`src/rtl/ram_fifo_ctrl.sv`:
```
// rtl/ram_fifo_ctrl.sv - valid/ready FIFO controller in front of a 1-cycle-latency dual-port RAM
//
// Purpose: turns a bare dual-port RAM (DEPTH = 2**ADDR_W words) into a FIFO.
// Writes go straight to the RAM. Reads are prefetched into a 2-entry
// show-ahead output buffer, which sustains one push and one pop per cycle.
//
// Ports:
//   clock, rst_n        rising-edge clock, asynchronous active-low reset
//   flush               synchronous clear of all contents
//   in_data/in_valid/in_ready     push stream
//   out_data/out_valid/out_ready  show-ahead pop stream
//   level               entries held (RAM + in-flight read + output buffer)
//   ram_data/ram_wraddress/ram_wren  RAM write port
//   ram_rdaddress/ram_q              RAM read port (q valid one cycle after address)
module ram_fifo_ctrl #(
  parameter int DATA_W = 4,
  parameter int ADDR_W = 3
) (
  input  logic              clock,
  input  logic              rst_n,
  input  logic              flush,
  input  logic [DATA_W-1:0] in_data,
  input  logic              in_valid,
  output logic              in_ready,
  output logic [DATA_W-1:0] out_data,
  output logic              out_valid,
  input  logic              out_ready,
  output logic [ADDR_W+1:0] level,
  output logic [DATA_W-1:0] ram_data,
  output logic [ADDR_W-1:0] ram_wraddress,
  output logic              ram_wren,
  output logic [ADDR_W-1:0] ram_rdaddress,
  input  logic [DATA_W-1:0] ram_q
);

  localparam logic [ADDR_W:0] DEPTH = {1'b1, {ADDR_W{1'b0}}};

  logic [ADDR_W:0]   wr_ptr;
  logic [ADDR_W:0]   rd_ptr;
  logic [ADDR_W:0]   mem_cnt;
  logic [ADDR_W:0]   mem_cnt_n;
  logic              rd_pend;
  logic [1:0]        obuf_cnt;
  logic [1:0]        obuf_cnt_n;
  logic [DATA_W-1:0] obuf0;
  logic [DATA_W-1:0] obuf1;
  logic [ADDR_W-1:0] rd_addr_q;
  logic [ADDR_W+1:0] level_q;
  logic              push;
  logic              pop;
  logic              issue;
  logic              capture;
  logic [2:0]        occ;

  // rst_n is folded in so upstream sees back-pressure the moment reset asserts.
  assign in_ready  = rst_n && !flush && (mem_cnt != DEPTH);
  assign push      = in_valid && in_ready;
  assign out_valid = (obuf_cnt != 2'd0);
  assign out_data  = obuf0;
  assign pop       = out_valid && out_ready;

  // Output-side occupancy after this cycle's pop; the in-flight read counts
  // as occupied, so the buffer can never be over-committed.
  assign occ     = {1'b0, obuf_cnt} + {2'b00, rd_pend} - {2'b00, pop};
  assign issue   = !flush && (mem_cnt != '0) && (occ < 3'd2);
  assign capture = rd_pend && !flush;

  assign ram_wren      = push;
  assign ram_wraddress = wr_ptr[ADDR_W-1:0];
  assign ram_data      = in_data;
  assign ram_rdaddress = issue ? rd_ptr[ADDR_W-1:0] : rd_addr_q;

  assign mem_cnt_n  = flush ? '0
                    : mem_cnt + (ADDR_W+1)'(push) - (ADDR_W+1)'(issue);
  assign obuf_cnt_n = flush ? 2'd0
                    : obuf_cnt - {1'b0, pop} + {1'b0, capture};

  assign level = level_q;

  always_ff @(posedge clock or negedge rst_n) begin
    if (!rst_n) begin
      wr_ptr    <= '0;
      rd_ptr    <= '0;
      mem_cnt   <= '0;
      rd_pend   <= 1'b0;
      obuf_cnt  <= 2'd0;
      obuf0     <= '0;
      obuf1     <= '0;
      rd_addr_q <= '0;
      level_q   <= '0;
    end else begin
      mem_cnt  <= mem_cnt_n;
      obuf_cnt <= obuf_cnt_n;
      rd_pend  <= issue;
      level_q  <= {1'b0, mem_cnt_n}
                + {{(ADDR_W+1){1'b0}}, issue}
                + {{ADDR_W{1'b0}}, obuf_cnt_n};
      if (flush) begin
        wr_ptr    <= '0;
        rd_ptr    <= '0;
        rd_addr_q <= '0;
      end else begin
        if (push)
          wr_ptr <= wr_ptr + (ADDR_W+1)'(1);
        if (issue) begin
          rd_ptr    <= rd_ptr + (ADDR_W+1)'(1);
          rd_addr_q <= rd_ptr[ADDR_W-1:0];
        end
        if (pop)
          obuf0 <= obuf1;
        // Returning data lands behind whatever survives this cycle's pop.
        if (capture) begin
          if (obuf_cnt == {1'b0, pop})
            obuf0 <= ram_q;
          else
            obuf1 <= ram_q;
        end
      end
    end
  end

endmodule

```
`config.mk`:
```
export PLATFORM = sky130hd
export DESIGN_NAME = ram_fifo_ctrl
export DESIGN_NICKNAME = d
export VERILOG_FILES = /design/src/rtl/ram_fifo_ctrl.sv
export SDC_FILE = /design/constraint.sdc
export NUM_CORES = 1
export LEC_CHECK = 0
export CAP_MARGIN = 10
export CORE_AREA = 4 4 56 70
export DETAILED_ROUTE_END_ITERATION = 6
export DIE_AREA = 0 0 60 74
export GPL_ROUTABILITY_DRIVEN = 0
export PLACE_DENSITY_LB_ADDON = 0.08
export REMOVE_ABC_BUFFERS = 1
export SLEW_MARGIN = 20
export SYNTH_ARGS = -nofsm -noshare
export SYNTH_HDL_FRONTEND = slang
export SYNTH_SLANG_ARGS = --single-unit
```
`constraint.sdc`:
```
create_clock -name clock -period 9.57 [get_ports clock]
set_input_delay 2.3925 -clock clock [delete_from_list [all_inputs] [get_ports clock]]
set_output_delay 2.3925 -clock clock [all_outputs]
set_load 0.03 [all_outputs]
```
# == After elaboration in Yosys (flattened, before gate mapping) ==
# Index checks and enable logic that the tools add are counted.
# word_totals
regBits,31
# classes
add_sub_neg,10
n_lt_le_gt_ge,1
n_eq_ne,2
n_mux,11
bitwise_logic,2
reduce_logical,13
# ops
op,count
$mux W4,8
$add A4 B1 Y4 const B,2
$logic_and A1 B1 Y1,7
$mux W3,2
$reduce_bool A2 Y1,3
$add A4 B1 Y5,1
$add A5 B2 Y5,1
$add A4 B1 Y4,1
$ne A4 B4 Y1 const B,1
$reduce_bool A4 Y1,1
$sub A4 B1 Y4,1
$add A2 B1 Y3,1
$lt A3 B2 Y1 const B,1
$reduce_and A3 Y1,1
$sub A3 B1 Y3,1
$add A2 B1 Y2,1
$eq A2 B1 Y1,1
$mux W2,1
$not A1 Y1,2
$sub A2 B1 Y2,1
$logic_not A1 Y1,1

# == Depth between registers and ports, before layout ==
# logic_depth
depth_word,9
depth_mapped,17

# == Worst setup path after synthesis ==
# OpenSTA, ideal clock, no wires.
# synth_timing
kind,input -> output
startpoint,input port out_ready
endpoint,output port ram_rdaddress[0]
arrival_time_ns,4.243
setup_slack_ns,2.934
cell_stages,6
cell_sequence,nor2b_1 o21ai_0 fa_1 xor2_1 a2111oi_4 mux2_2
# synth_via
elab_chain_len,5
# synth_rtl
item,line,rtl
"start, declared",27,"input logic out_ready,"
$logic_and A1 B1 Y1,60,assign pop = out_valid && out_ready;
$sub A3 B1 Y3,64,"assign occ = {1'b0, obuf_cnt} + {2'b00, rd_pend} - {2'b00, pop};"
$lt A3 B2 Y1,65,assign issue = !flush && (mem_cnt != '0) && (occ < 3'd2);
$logic_and A1 B1 Y1,65,
named net issue,51,logic issue;
$mux W3,--,
"end, declared",32,"output logic [ADDR_W-1:0] ram_rdaddress,"
# The timed path passes the listed nets, and every way through them passes these cells.

# == Worst setup path in the final report ==
# layout_timing
startpoint,input port out_ready
endpoint,output port ram_rdaddress[1]
# Same word-level chain as after synthesis.

==> summary.md <==
| Metric | Value |
|---|---|
| RSZ-0062 raised after global routing | false |
| Seq/Total Area, Yosys | between 40% and 50% |
| Bufs and invs on worst path | 2 |
| WS Path Type | input pin to output pin |
| CTS tree | built |
| Clock transition at path regs | roughly 0.060 ns |
| # hold bufs at CTS | 0 |
| Total chip power | between 0.6 and 0.7 mW |
| Gr usage total | 15.4% |
| Worst slew pin tran | between 0.8 and 0.9 ns |
| CTS H-tree lvls | 2 |
| Status | complete, no violations |
| CP delay by family, top | buffers and inverters |
| Crit path capture type | output pin |
| Setup bufs post-CTS | 0 |
| Distinct cells, synth | 29 |
| Diode count | 0 |
| Vias | about 1000 |
| Die footprint | approximately 0.0044 mm^2 |
| Fill cell count | 302 |
| Share of cells above drive strength 1 | ~11% |
| Most used cell, CP | clkdlybuf4s50_1 |
| CP Max Fanout | 10 |
| Post-synth top flop | dfrtp_1 |
| Top-area cell type share of the netlist area | a little under half |
| Port bufs | 26 |
| Fin Setup TNS | 0 ns |
| Iteration-0 DRC Markers | 16 |
| Skew-Pair Late Insertion Delay | 0.28 ns |
| Hold Path Class | flop to flop |
| Power Density | between 300 and 400 mW/mm^2 |
| DRC viols | 0 |
| Worst endpoint required time | ~7.2 ns |
| Clk root buf | clkbuf_8 |
| Synth Cell Area | 0.00158 mm^2 |
| Number of global-route vias before repair | 1157 |
| DR WL/cell | around 13 um |
| Syn avg cell area | 10.9 um^2 |
| Post-synthesis register bit count | 29 |
| Largest net degree at the start of global routing | 31 |
| Final Hold Fails | 0 |
| Post-CTS sizing | 0 |
| Fin crit share | ~80% |
| Count leader, synth | dfrtp_1 |
| Die Height | roughly 74 um |
| Drt first pass iters | 4 |
| Die width | approximately 60 um |
| FMAX | between 0.1 and 0.15 GHz |
| NumNets Final | 200 |
| Post-route cell area | roughly 0.0020 mm^2 |
| Slowest CP cell | a2111oi_4 |
| First-pass GRT wire length | approximately 5000 um |
| DP Worst Slack | around 1.7 ns |
| Relative slew slack | roughly 44% |
| Area Overhead vs Synth | 24.1% |
| CP peak stage delay | about 0.63 ns |
| Floorplan row count | 23 |
| Cell taking the most area after synthesis | dfrtp_1 |
| Initial antenna violation count | 0 |
| DR vias/cell | ~5 |
| Ys async rst share | between 90% and 100% |
| Commonest cells post-synth | dfrtp_1 (29), inv_1 (18), nor2_1 (16), ha_1 (11), nand2b_1 (10) |
| Worst clock skew | 0.00500 ns |
| Leak Pwr | around 1 nW |
| Crit path launch type | input pin |
| Core area | 0.00322 mm^2 |
| Synth area leaders | dfrtp_1 (46%), ha_1 (8.7%), mux2_2 (5.7%), fa_1 (5.1%), inv_1 (4.3%) |
| Worst VDD drop | around 170 uV |
| Syn. warnings | 0 |
| Post-synth EDFFs | 0 |
| TritonCTS Sinks | 29 |
| Synthesized instance count | between 100 and 150 |
| Global route overflow | 0 |
| Initial core utilization | between 40% and 50% |
| Antenna Nets Post-Route | 0 |
| TritonCTS Buffers | 5 |
| CTS Buffer Depth | 2 |
| Setup ws final | roughly 1.7 ns |
| CP arrival | between 5 and 6 ns |
| Max Cap Viol | 0 |
| Fin. max-slew vios | 0 |
| # IOs | 35 |
| Placed Area | ~0.0018 mm^2 |
| Worst hold slack | ~0.47 ns |
| Crit path time final | between 7 and 8 ns |
| Setup-failing EPs final | 0 |
| DP HPWL | about 2000 um |
| Drt total wl | 2780 um |
| Worst path cell trace | clkdlybuf4s50_1, nand2_1, nor2_1, o21ai_0, fa_1, xor2_1, a2111oi_4, mux2_2, clkdlybuf4s50_1 |
-- per-layer routing --
layer,global-route usage [%],routed length [um],vias to the layer above
met5,0,0,-
met4,6.65,54,0
met3,4.51,98,4
met2,26.4,1410,22
met1,17.6,1210,502
li1,-,-,520
-- where the power goes --
group | internal [mW] | switching (mW) | total (mW)
Sequential | 0.164 | 0.0250 | 0.189
Combinational | 0.137 | 0.170 | 0.307
Clock | 0.0847 | 0.0439 | 0.129
-- stage by stage --
step                      utilization [%]  instances
after global placement               57.3        202
after detailed placement             57.3        202
final                                60.9        210
after CTS                            60.9        210
after global routing                 60.9        210
after floorplan                         -        138
-- layout by cell type (no fill, tap or decap) --
master / synthesis / final
dfrtp_1: 29 / 29
clkbuf_8: 0 / 6
bufinv_16: 0 / 1
xnor2_1: 5 / 5
ha_1: 11 / 11
a21oi_1: 2 / 2
buf_4: 4 / 1
xor2_1: 1 / 1
a2111oi_4: 1 / 1
nand2_1: 4 / 4
nand3_1: 1 / 1
o21bai_1: 1 / 1
and2_1: 1 / 1
and2b_1: 3 / 3
or2_2: 1 / 1
clkbuf_1: 2 / 1
or3b_2: 1 / 1
o32ai_1: 1 / 1
nor2b_1: 4 / 4
clkdlybuf4s50_1: 0 / 26
o21ai_0: 5 / 5
nor2_1: 16 / 16
inv_1: 18 / 18
or3_1: 1 / 1
nor4_1: 1 / 1
mux2_2: 8 / 8
fa_1: 4 / 4
a211oi_1: 4 / 4
mux2i_1: 4 / 4
nand2b_1: 10 / 10
a21o_1: 1 / 1
-- cell families after synthesis --
kind of cell               Yosys count  synth area share (%)
AOI/OAI and AO/OA                   15                  7.35
xor gates and xnor gates             6                  3.32
adders and majority gates           15                  13.8
buffers and inverters               25                  7.35
DFF                                 29                  45.9
muxes                               12                  8.22
and+or+nand+nor                     43                  14.2
-- state kept, by name, indices dropped and copies added, names as in the netlist --
| name | flops |
|---|---|
| obuf_cnt | 2 |
| wr_ptr | 3 |
| mem_cnt | 4 |
| rd_ptr | 3 |
| level | 5 |
| out_data | 4 |
| rd_pend | 1 |
| rd_addr_q | 3 |
| obuf1 | 4 |
-- worst reg2reg max path, delay by kind of cell (launching register included) --
kind                     cells  cell delay [ns]
buffers and inverters        2             0.14
adder cells (fa/ha/maj)      5             1.65
AO/OA/AOI/OAI                3             0.95
flip-flops                   1             0.54
AND/OR/NAND/NOR              4             0.54
XOR/XNOR                     2             0.32
-- cell type report --
class                      instances  area [um^2]  area share (%)
clock buffer                       7         86.3            4.39
clock inverter                     1         30.0            1.53
inverter                          18         67.6            3.44
multi-input combinational         91          741            37.7
sequential                        29          726            36.9
tap                               37         46.3            2.36
timing repair buffer              27          268            13.6
-- path summary, 6_finish.rpt --
kind                                            start                     to  slack, ns  depth (start not counted)
worst min register to register  rd_ptr[2]$_DFFE_PN0P_  rd_ptr[2]$_DFFE_PN0P_       0.47                          1
min in group asynchronous                       rst_n     level[1]$_DFF_PN0_       2.51                          2
worst min-delay path            rd_ptr[2]$_DFFE_PN0P_  rd_ptr[2]$_DFFE_PN0P_       0.47                          1
max in group asynchronous                       rst_n  wr_ptr[2]$_DFFE_PN0P_       6.78                          2
worst max-delay path                        out_ready       ram_rdaddress[1]       1.71                          9
worst max register to register  obuf_cnt[1]$_DFF_PN0_     level[3]$_DFF_PN0_       5.37                         16
No activity file was read; power rests on OpenSTA's default activity.
